`src/rtl/spcpu_alu_and_decoders.sv`:
```
// Registered ALU and front-end instruction decoder for the spcpu core.
// Decode and ALU are combinational; every output is registered once.
module spcpu_alu_and_decoders (
    input  logic        clk,
    input  logic        reset,
    input  logic [15:0] instr_hi,
    input  logic [3:0]  alu_oper,
    input  logic [7:0]  alu_a_hi,
    input  logic [7:0]  alu_a_lo,
    input  logic [7:0]  alu_b,
    input  logic [3:0]  proc_flags_in,
    output logic [2:0]  group_out,
    output logic        instr_is_32_bit,
    output logic        ig1_valid,
    output logic [2:0]  ig1_opcode,
    output logic [3:0]  ig1_ra_index,
    output logic [7:0]  ig1_imm8,
    output logic [3:0]  ig1_alu_oper,
    output logic        ig1_changes_pc,
    output logic [7:0]  alu_out_hi,
    output logic [7:0]  alu_out_lo,
    output logic [3:0]  proc_flags_out
);

    logic [2:0] group_d, group_q;
    logic       is32_d, is32_q;
    logic       valid_d, valid_q;
    logic [2:0] opc_d, opc_q;
    logic [3:0] ra_d, ra_q;
    logic [7:0] imm_d, imm_q;
    logic [3:0] ig1op_d, ig1op_q;
    logic       cpc_d, cpc_q;
    logic [7:0] hi_d, hi_q;
    logic [7:0] lo_d, lo_q;
    logic [3:0] flags_d, flags_q;

    always_comb begin
        casez (instr_hi[15:11])
            5'b0????: group_d = 3'd1;
            5'b10???: group_d = 3'd2;
            5'b110??: group_d = 3'd3;
            5'b1110?: group_d = 3'd4;
            5'b11110: group_d = 3'd5;
            default:  group_d = 3'd0;
        endcase
    end

    assign is32_d  = (group_d == 3'd5);
    assign valid_d = (group_d == 3'd1);
    assign opc_d   = instr_hi[14:12];
    assign ra_d    = instr_hi[11:8];
    assign imm_d   = instr_hi[7:0];
    assign ig1op_d = (opc_d == 3'd7) ? 4'd13 : {1'b0, opc_d};
    // r14:r15 form the PC; cmpi never writes its destination
    assign cpc_d   = valid_d && (ra_d[3:1] == 3'b111) && (opc_d != 3'd4);

    logic       cin;
    logic [2:0] n;
    logic [8:0] add_s, sub_s;
    logic [7:0] lsl_r, lsr_r, asr_r;
    logic [15:0] rol_w, ror_w, b_sx, add16, sub16;

    assign cin   = proc_flags_in[1];
    assign n     = alu_b[2:0];
    assign add_s = {1'b0, alu_a_lo} + {1'b0, alu_b}
                 + {8'd0, alu_oper[0] & cin};
    assign sub_s = {1'b0, alu_a_lo} + {1'b0, ~alu_b}
                 + {8'd0, (alu_oper == 4'd3) ? cin : 1'b1};
    assign lsl_r = alu_a_lo << n;
    assign lsr_r = alu_a_lo >> n;
    assign asr_r = $signed(alu_a_lo) >>> n;
    assign rol_w = {alu_a_lo, alu_a_lo} << n;
    assign ror_w = {alu_a_lo, alu_a_lo} >> n;
    assign b_sx  = {{8{alu_b[7]}}, alu_b};
    assign add16 = {alu_a_hi, alu_a_lo} + b_sx;
    assign sub16 = {alu_a_hi, alu_a_lo} - b_sx;

    logic [7:0] res;
    logic       fz, fc, fv, fn, upd_nz;

    always_comb begin
        hi_d   = alu_a_hi;
        lo_d   = alu_a_lo;
        res    = alu_a_lo;
        fz     = proc_flags_in[0];
        fc     = proc_flags_in[1];
        fv     = proc_flags_in[2];
        fn     = proc_flags_in[3];
        upd_nz = 1'b0;
        case (alu_oper)
            4'd0, 4'd1: begin
                res    = add_s[7:0];
                lo_d   = res;
                fc     = add_s[8];
                fv     = (alu_a_lo[7] == alu_b[7])
                      && (res[7] != alu_a_lo[7]);
                upd_nz = 1'b1;
            end
            4'd2, 4'd3, 4'd4: begin
                res    = sub_s[7:0];
                lo_d   = (alu_oper == 4'd4) ? alu_a_lo : res;
                fc     = sub_s[8];
                fv     = (alu_a_lo[7] != alu_b[7])
                      && (res[7] != alu_a_lo[7]);
                upd_nz = 1'b1;
            end
            4'd5: begin
                res    = alu_a_lo & alu_b;
                lo_d   = res;
                upd_nz = 1'b1;
            end
            4'd6: begin
                res    = alu_a_lo | alu_b;
                lo_d   = res;
                upd_nz = 1'b1;
            end
            4'd7: begin
                res    = alu_a_lo ^ alu_b;
                lo_d   = res;
                upd_nz = 1'b1;
            end
            4'd8: begin
                res    = lsl_r;
                lo_d   = res;
                // 8-n taken modulo 8 still picks the right bit for n=1..7
                if (n != 3'd0) fc = alu_a_lo[3'd0 - n];
                upd_nz = 1'b1;
            end
            4'd9, 4'd10: begin
                res    = (alu_oper == 4'd9) ? lsr_r : asr_r;
                lo_d   = res;
                if (n != 3'd0) fc = alu_a_lo[n - 3'd1];
                upd_nz = 1'b1;
            end
            4'd11: begin
                res    = rol_w[15:8];
                lo_d   = res;
                upd_nz = 1'b1;
            end
            4'd12: begin
                res    = ror_w[7:0];
                lo_d   = res;
                upd_nz = 1'b1;
            end
            4'd13: lo_d = alu_b;
            4'd14: {hi_d, lo_d} = add16;
            default: {hi_d, lo_d} = sub16;
        endcase
        if (upd_nz) begin
            fz = (res == 8'd0);
            fn = res[7];
        end
        flags_d = {fn, fv, fc, fz};
    end

    always_ff @(posedge clk) begin
        if (reset) begin
            group_q <= '0;
            is32_q  <= 1'b0;
            valid_q <= 1'b0;
            opc_q   <= '0;
            ra_q    <= '0;
            imm_q   <= '0;
            ig1op_q <= '0;
            cpc_q   <= 1'b0;
            hi_q    <= '0;
            lo_q    <= '0;
            flags_q <= '0;
        end else begin
            group_q <= group_d;
            is32_q  <= is32_d;
            valid_q <= valid_d;
            opc_q   <= opc_d;
            ra_q    <= ra_d;
            imm_q   <= imm_d;
            ig1op_q <= ig1op_d;
            cpc_q   <= cpc_d;
            hi_q    <= hi_d;
            lo_q    <= lo_d;
            flags_q <= flags_d;
        end
    end

    assign group_out       = group_q;
    assign instr_is_32_bit = is32_q;
    assign ig1_valid       = valid_q;
    assign ig1_opcode      = opc_q;
    assign ig1_ra_index    = ra_q;
    assign ig1_imm8        = imm_q;
    assign ig1_alu_oper    = ig1op_q;
    assign ig1_changes_pc  = cpc_q;
    assign alu_out_hi      = hi_q;
    assign alu_out_lo      = lo_q;
    assign proc_flags_out  = flags_q;

endmodule

```
`config.mk`:
```
export PLATFORM = sky130hd
export DESIGN_NAME = spcpu_alu_and_decoders
export DESIGN_NICKNAME = d
export VERILOG_FILES = /design/src/rtl/spcpu_alu_and_decoders.sv
export SDC_FILE = /design/constraint.sdc
export NUM_CORES = 1
export LEC_CHECK = 0
export BUFFER_PORTS_ARGS = -buffer_cell sky130_fd_sc_hd__clkbuf_2
export CORE_MARGIN = 5
export CORE_UTILIZATION = 45
export CTS_CLUSTER_DIAMETER = 120
export DETAILED_ROUTE_END_ITERATION = 16
export PLACE_DENSITY_LB_ADDON = 0.2
export SLEW_MARGIN = 20
export SYNTH_ARGS = -nofsm -noshare
export SYNTH_HDL_FRONTEND = slang
export SYNTH_SLANG_ARGS = --single-unit
export TNS_END_PERCENT = 5
```
`constraint.sdc`:
```
create_clock -name clk -period 5.3 [get_ports clk]
set_input_delay 1.06 -clock clk [delete_from_list [all_inputs] [get_ports clk]]
set_output_delay 1.06 -clock clk [all_outputs]
set_load 0.05 [all_outputs]
```
; ---- Word level (Yosys, flattened, before mapping)
; Index checks and enable logic that the tools add are counted.
[totals]
output_inout_bits = 45
register_bits = 45
[classes]
n_shift = 5
addsub = 8
n_mux = 19
eq_ne = 27
order_cmp = 2
bitwise = 6
reduce_logical = 13
[ops]
columns = operator, n
row1 = $pmux W8 S11, 1
row2 = $pmux W8 S9, 1
row3 = $eq A4 B4 Y1 const B, 8
row4 = $add A8 B8 Y9, 2
row5 = $add A9 B1 Y9, 2
row6 = $add A16 B16 Y16, 1
row7 = $eq A4 B3 Y1 const B, 4
row8 = $mux W8, 2
row9 = $pmux W8 S2, 1
row10 = $shl A16 B3 Y16, 1
row11 = $shr A16 B3 Y8, 1
row12 = $sub A16 B16 Y16, 1
row13 = $pmux W3 S5, 1
row14 = $reduce_or A14 Y1, 1
row15 = $reduce_or A13 Y1, 1
row16 = $eq A3 B3 Y1 const B, 4
row17 = $and A8 B8 Y8, 1
row18 = $eq A4 B2 Y1 const B, 2
row19 = $logic_not A8 Y1, 1
row20 = $lt A3 B4 Y1 const B, 2
row21 = $mux W1, 8
row22 = $not A8 Y8, 1
row23 = $or A8 B8 Y8, 1
row24 = $shl A8 B3 Y8, 1
row25 = 23 further kinds, 31

; ---- Depth between registers and ports, before layout
[depth]
depth_word = 6
mapped_depth = 16
depth_no_buf = 12

; ---- Worst setup path after synthesis
; Ideal clock, no wire load.
[synth_path]
path_type = input -> register
start = input alu_oper[3]
end = register flags_q[0], in the netlist proc_flags_out[0]
t_arrival_ps = 4388
n_path_buf = 3
setup_ps = 61
path_slack_ps = 851
cell_stages = 13
required_time_ps = 5239
path_cell_list = clkbuf_1 -> clkbuf_1 -> clkbuf_1 -> or4_1 -> fa_1 -> fa_1 -> a21oi_1 -> o21bai_1 -> a211oi_1 -> xnor2_1 -> nand4b_1 -> a2111oi_2 -> a32o_1
[synth_via]
elab_chain_cells = 6
elab_cells_between_ends = 24
classes_between = add/sub (1) / eq/ne (12) / mux (5) / reduce/logical (6)
[synth_rtl]
columns = item, line
row1 = from (decl), 7  ; input logic [3:0] alu_oper,
row2 = $eq A4 B2 Y1, "68, 90"
row3 = $mux W1, 68  ; + {8'd0, (alu_oper == 4'd3) ? cin : 1'b1};
row4 = $add A9 B1 Y9, 68
row5 = $pmux W8 S9, 90  ; case (alu_oper)
row6 = $logic_not A8 Y1, 150  ; fz = (res == 8'd0);
row7 = $mux W1 *, 149  ; if (upd_nz) begin
row8 = to (signal assigned), 180  ; flags_q <= flags_d;
row9 = to (decl), 35  ; logic [3:0] flags_d, flags_q;
; Every way passes the cells marked *; elsewhere a longest branch is shown, timed or not.
; A chain may end at the register's enable or synchronous reset.

; ---- Worst setup path after layout
[layout_path]
start = input proc_flags_in[1]
end = register flags_q[0], in the netlist proc_flags_out[0]
[layout_via]
elab_chain_cells = 5
elab_cells_between_ends = 7
classes_between = add/sub (2) / mux (3) / bitwise (1) / reduce/logical (1)
[layout_rtl]
columns = item, line
row1 = from (decl), 11  ; input logic [3:0] proc_flags_in,
row2 = $mux W1 or $and A1 B1 Y1 (tied branches), "68, 66"
row3 = "$add A9 B1 Y9, on equally long branches", "68, 66"
row4 = $pmux W8 S9 *, 90
row5 = $logic_not A8 Y1 *, 150
row6 = $mux W1 *, 149
; Marked as above.

==> impl_results.md <==
* Status: complete, no violations
* Clk slew on worst S/H paths at about 0.070 ns
* Mapped Nets at 761
* Sw Share at 0.416
* Crit Path Category: input port to flip-flop
* Place WS at roughly 0.86 ns
* Clock buffer depth at 2
* Prevailing post-synth register cell: dfxtp_1
* IO Port Bufs at 94
* Worst hold slack at 0.990 ns
* Final period util at 0.801
* Initial drt markers at 758
* Crit path buf inv count at 1
* Vias in the first global route at 5,202
* Critical Path Slowest Stage Cell: a211oi_1
* CP delay by family, top: compound AO/OA/AOI/OAI gates
* Total global-route track usage at 0.242
* Crit. Startpoint: proc_flags_in[1]
* Register Area at between 900 and 1000 um^2
* Worst min path class: input port to flip-flop
* Cell count along the critical path at 11
* Antenna diodes at 0
* Synth Warn # at 0
* Net switching power figure at around 0.53 mW
* Clock tree root buffer cell: clkbuf_16
* CTS tree: yes
* Number of cell rows at 39
* First-pass GRT wire length at around 28 mm
* Syn Area/Cell at around 7.9 um^2
* Postcts setup bufs at 0
* Slew Limit Fails at 0
* CP Max Fanout at 5
* I/O pin count at 95
* Share of layout cells above drive strength 1 at 0.206
* DRC at 0
* Max_cap viols at 0
* Layout Cells excl Fill at a little under 900
* Post-CTS Resized at 0
* Int Pwr at between 0.7 and 0.8 mW
* EDFF count, synth at 0
* Critical path's most frequent cell: fa_1
* H-tree depth at 2
* Flops & latches, synth at 45
* Core Box Area at 11,400 um^2
* CP Capture Point: proc_flags_out[0]
* Worst slew margin at 0.279
* Per-cell routed wire length at roughly 20 um
* Total Wirelength at 17.4 mm
* Post-synthesis cell type count at 79
* WP data required at between 5 and 6 ns
* Total CTS buffers at 5
* Largest net degree at the start of global routing at 47
* Antenna Nets Post-Route at 0
* Logic pwr share at 0.472
* Static Leak at ~2.5 nW
* Overflow after GRT at 0
* Via count at 5,486
* Clock Sink Count at 45
* DIE WIDTH at 118 um
* Worst slew pin tran at 1.08 ns
* Register share of total power at 0.291
* Placed Cells at 863
* Routed vias/inst at 6.30
* Setup TNS at 0 ns
* Area Growth Syn to Fin at 11.7%
* Detailed Place HPWL at between 10 and 15 mm
* Worst Setup Start Kind: input port
* CTS Hold Bufs at 0
* Sequential-to-total area share from yosys stat at 0.172
* Ys async rst share at 0
* CP cell instances: clkbuf_2 -> or4_1 -> fa_1 -> fa_1 -> a21oi_1 -> o21bai_1 -> a211oi_1 -> xnor2_1 -> nand4b_1 -> a2111oi_2 -> a32o_1
* Post-route setup slack at 1.06 ns
* Die height at between 100 and 150 um
* Critical Path AT at about 4.5 ns
* Clock share of power at 0.237
* # fillers at between 1,000 and 1,500
* Final hold vios at 0
* Fin crit period at 4.24 ns
* Setup crit end kind: flip-flop
* Placer Congestion at about 1.0
* Setup Viol. Count Final at 0
* Initial antenna violation count at 0
* Initial Util at 0.460
* Multi-input gate area at between 3000 and 4000 um^2
* Post-layout nets at approximately 800
* Fmax at between 200 and 250 MHz
* Peak VDD IR at 0.163 mV
* Mapped cell area at 5250 um^2
* Mapped Cells at approximately 660
* Max stage delay on crit path at between 0.5 and 0.6 ns
* PwrDens at approximately 220 nW/um^2
* DR pass1 iterations at 6
* Die ar. at about 14,000 um^2
* Unrepaired setup endpoints after global routing: no
==> registers in the layout, indices dropped and copies added, names as in the netlist <==
signal           count
ig1_alu_oper         4
instr_is_32_bit      1
group_out            3
alu_out_hi           8
ig1_opcode           3
ig1_ra_index         4
ig1_imm8             8
alu_out_lo           8
ig1_changes_pc       1
ig1_valid            1
proc_flags_out       4
==> layer usage <==
metal | vias up | wire length [um] | GRT usage
met2 | 305 | 7710 | 0.373
met3 | 30 | 1620 | 0.0437
met5 | - | 0 | 0
li1 | 2562 | - | -
met1 | 2589 | 7700 | 0.349
met4 | 0 | 348 | 0.0609
==> kinds of logic after synthesis <==
family | synth area share
and+or+nand+nor | 0.219
AOI/OAI and AO/OA | 0.266
buffers and inverters | 0.0708
adders and majority gates | 0.121
DFF | 0.172
muxes | 0.101
xor gates and xnor gates | 0.0517
==> cell usage in the layout, fill, tap and decap left out, types with 4 or more instances in the layout <==
master     instances
buf_4              9
and3_1             5
xnor2_1           24
or3_1              6
nor2_1            55
mux2i_1           18
nand4_1            4
inv_2              4
clkbuf_16          5
inv_1             30
nand2_1           54
a22oi_1           12
o22ai_1            8
nand4b_1           4
clkbuf_2          94
o211ai_1           5
nor3b_1            4
nand2b_1          14
nand3_1           12
a31oi_1            6
nor4_1             5
a21o_1             5
nor3_1            18
xor2_1             7
ha_1              41
o21bai_1           7
a221oi_1          11
a222oi_1           4
dfxtp_1           45
mux4_2            14
nor2b_1           28
a211oi_1           9
o21ai_0           33
fa_1               6
a2111oi_0          4
a21oi_1           53
==> Yosys cell counts (all sizes together), types with 7 or more instances <==
master,count,area share
o21bai,7,0.010
ha,41,0.098
a221oi,12,0.021
a22oi,12,0.017
mux2i,18,0.034
o21ai,35,0.033
a2111oi,7,0.015
nor3,19,0.019
nor2b,28,0.033
o22ai,8,0.0095
nand2,54,0.039
dfxtp,45,0.17
xor2,7,0.012
nand2b,14,0.017
a211oi,12,0.020
nor2,55,0.039
mux4,14,0.060
buf,28,0.032
clkbuf,19,0.014
inv,34,0.024
nand3,12,0.011
a21oi,53,0.051
xnor2,24,0.040
==> layout make-up <==
class,instances,area share
Multi-Input combinational cell,537,0.678
Sequential cell,45,0.154
Timing Repair Buffer,103,0.0917
Tap cell,143,0.0305
Inverter,35,0.0224
Clock buffer,6,0.0220
Clock inverter,2,0.00171
==> how the worst min path moves through the flow <==
stage / slack (ns) / cells after the start / start / endpoint
after global placement: 1.27 / 2 / instr_hi[7] / ig1_imm8[7]
after CTS: 0.99 / 2 / instr_hi[7] / ig1_imm8[7]
final: 0.99 / 2 / instr_hi[7] / ig1_imm8[7]
after global routing: 1.00 / 2 / instr_hi[7] / ig1_imm8[7]
after detailed placement: 1.28 / 2 / instr_hi[7] / ig1_imm8[7]
after floorplan: 1.13 / 1 / instr_hi[15] / ig1_valid
==> through the flow <==
stage	utilization	instance area [um^2]	power, mW
2_1_floorplan	-	5250	0.819
3_3_place_gp	0.501	5730	0.960
3_5_place_dp	0.501	5730	0.964
4_1_cts	0.514	5860	1.27
5_1_grt	0.514	5860	1.34
6_report	0.514	5860	1.27
==> power groups by stage <==
stage	Sequential (mW)	Combinational, mW	Clock (mW)
after detailed placement	0.377	0.586	0
after CTS	0.370	0.589	0.310
after floorplan	0.459	0.360	0
after global routing	0.372	0.646	0.323
after global placement	0.377	0.584	0
final	0.369	0.599	0.301
Note: power is estimated with default switching activity, not from simulation.
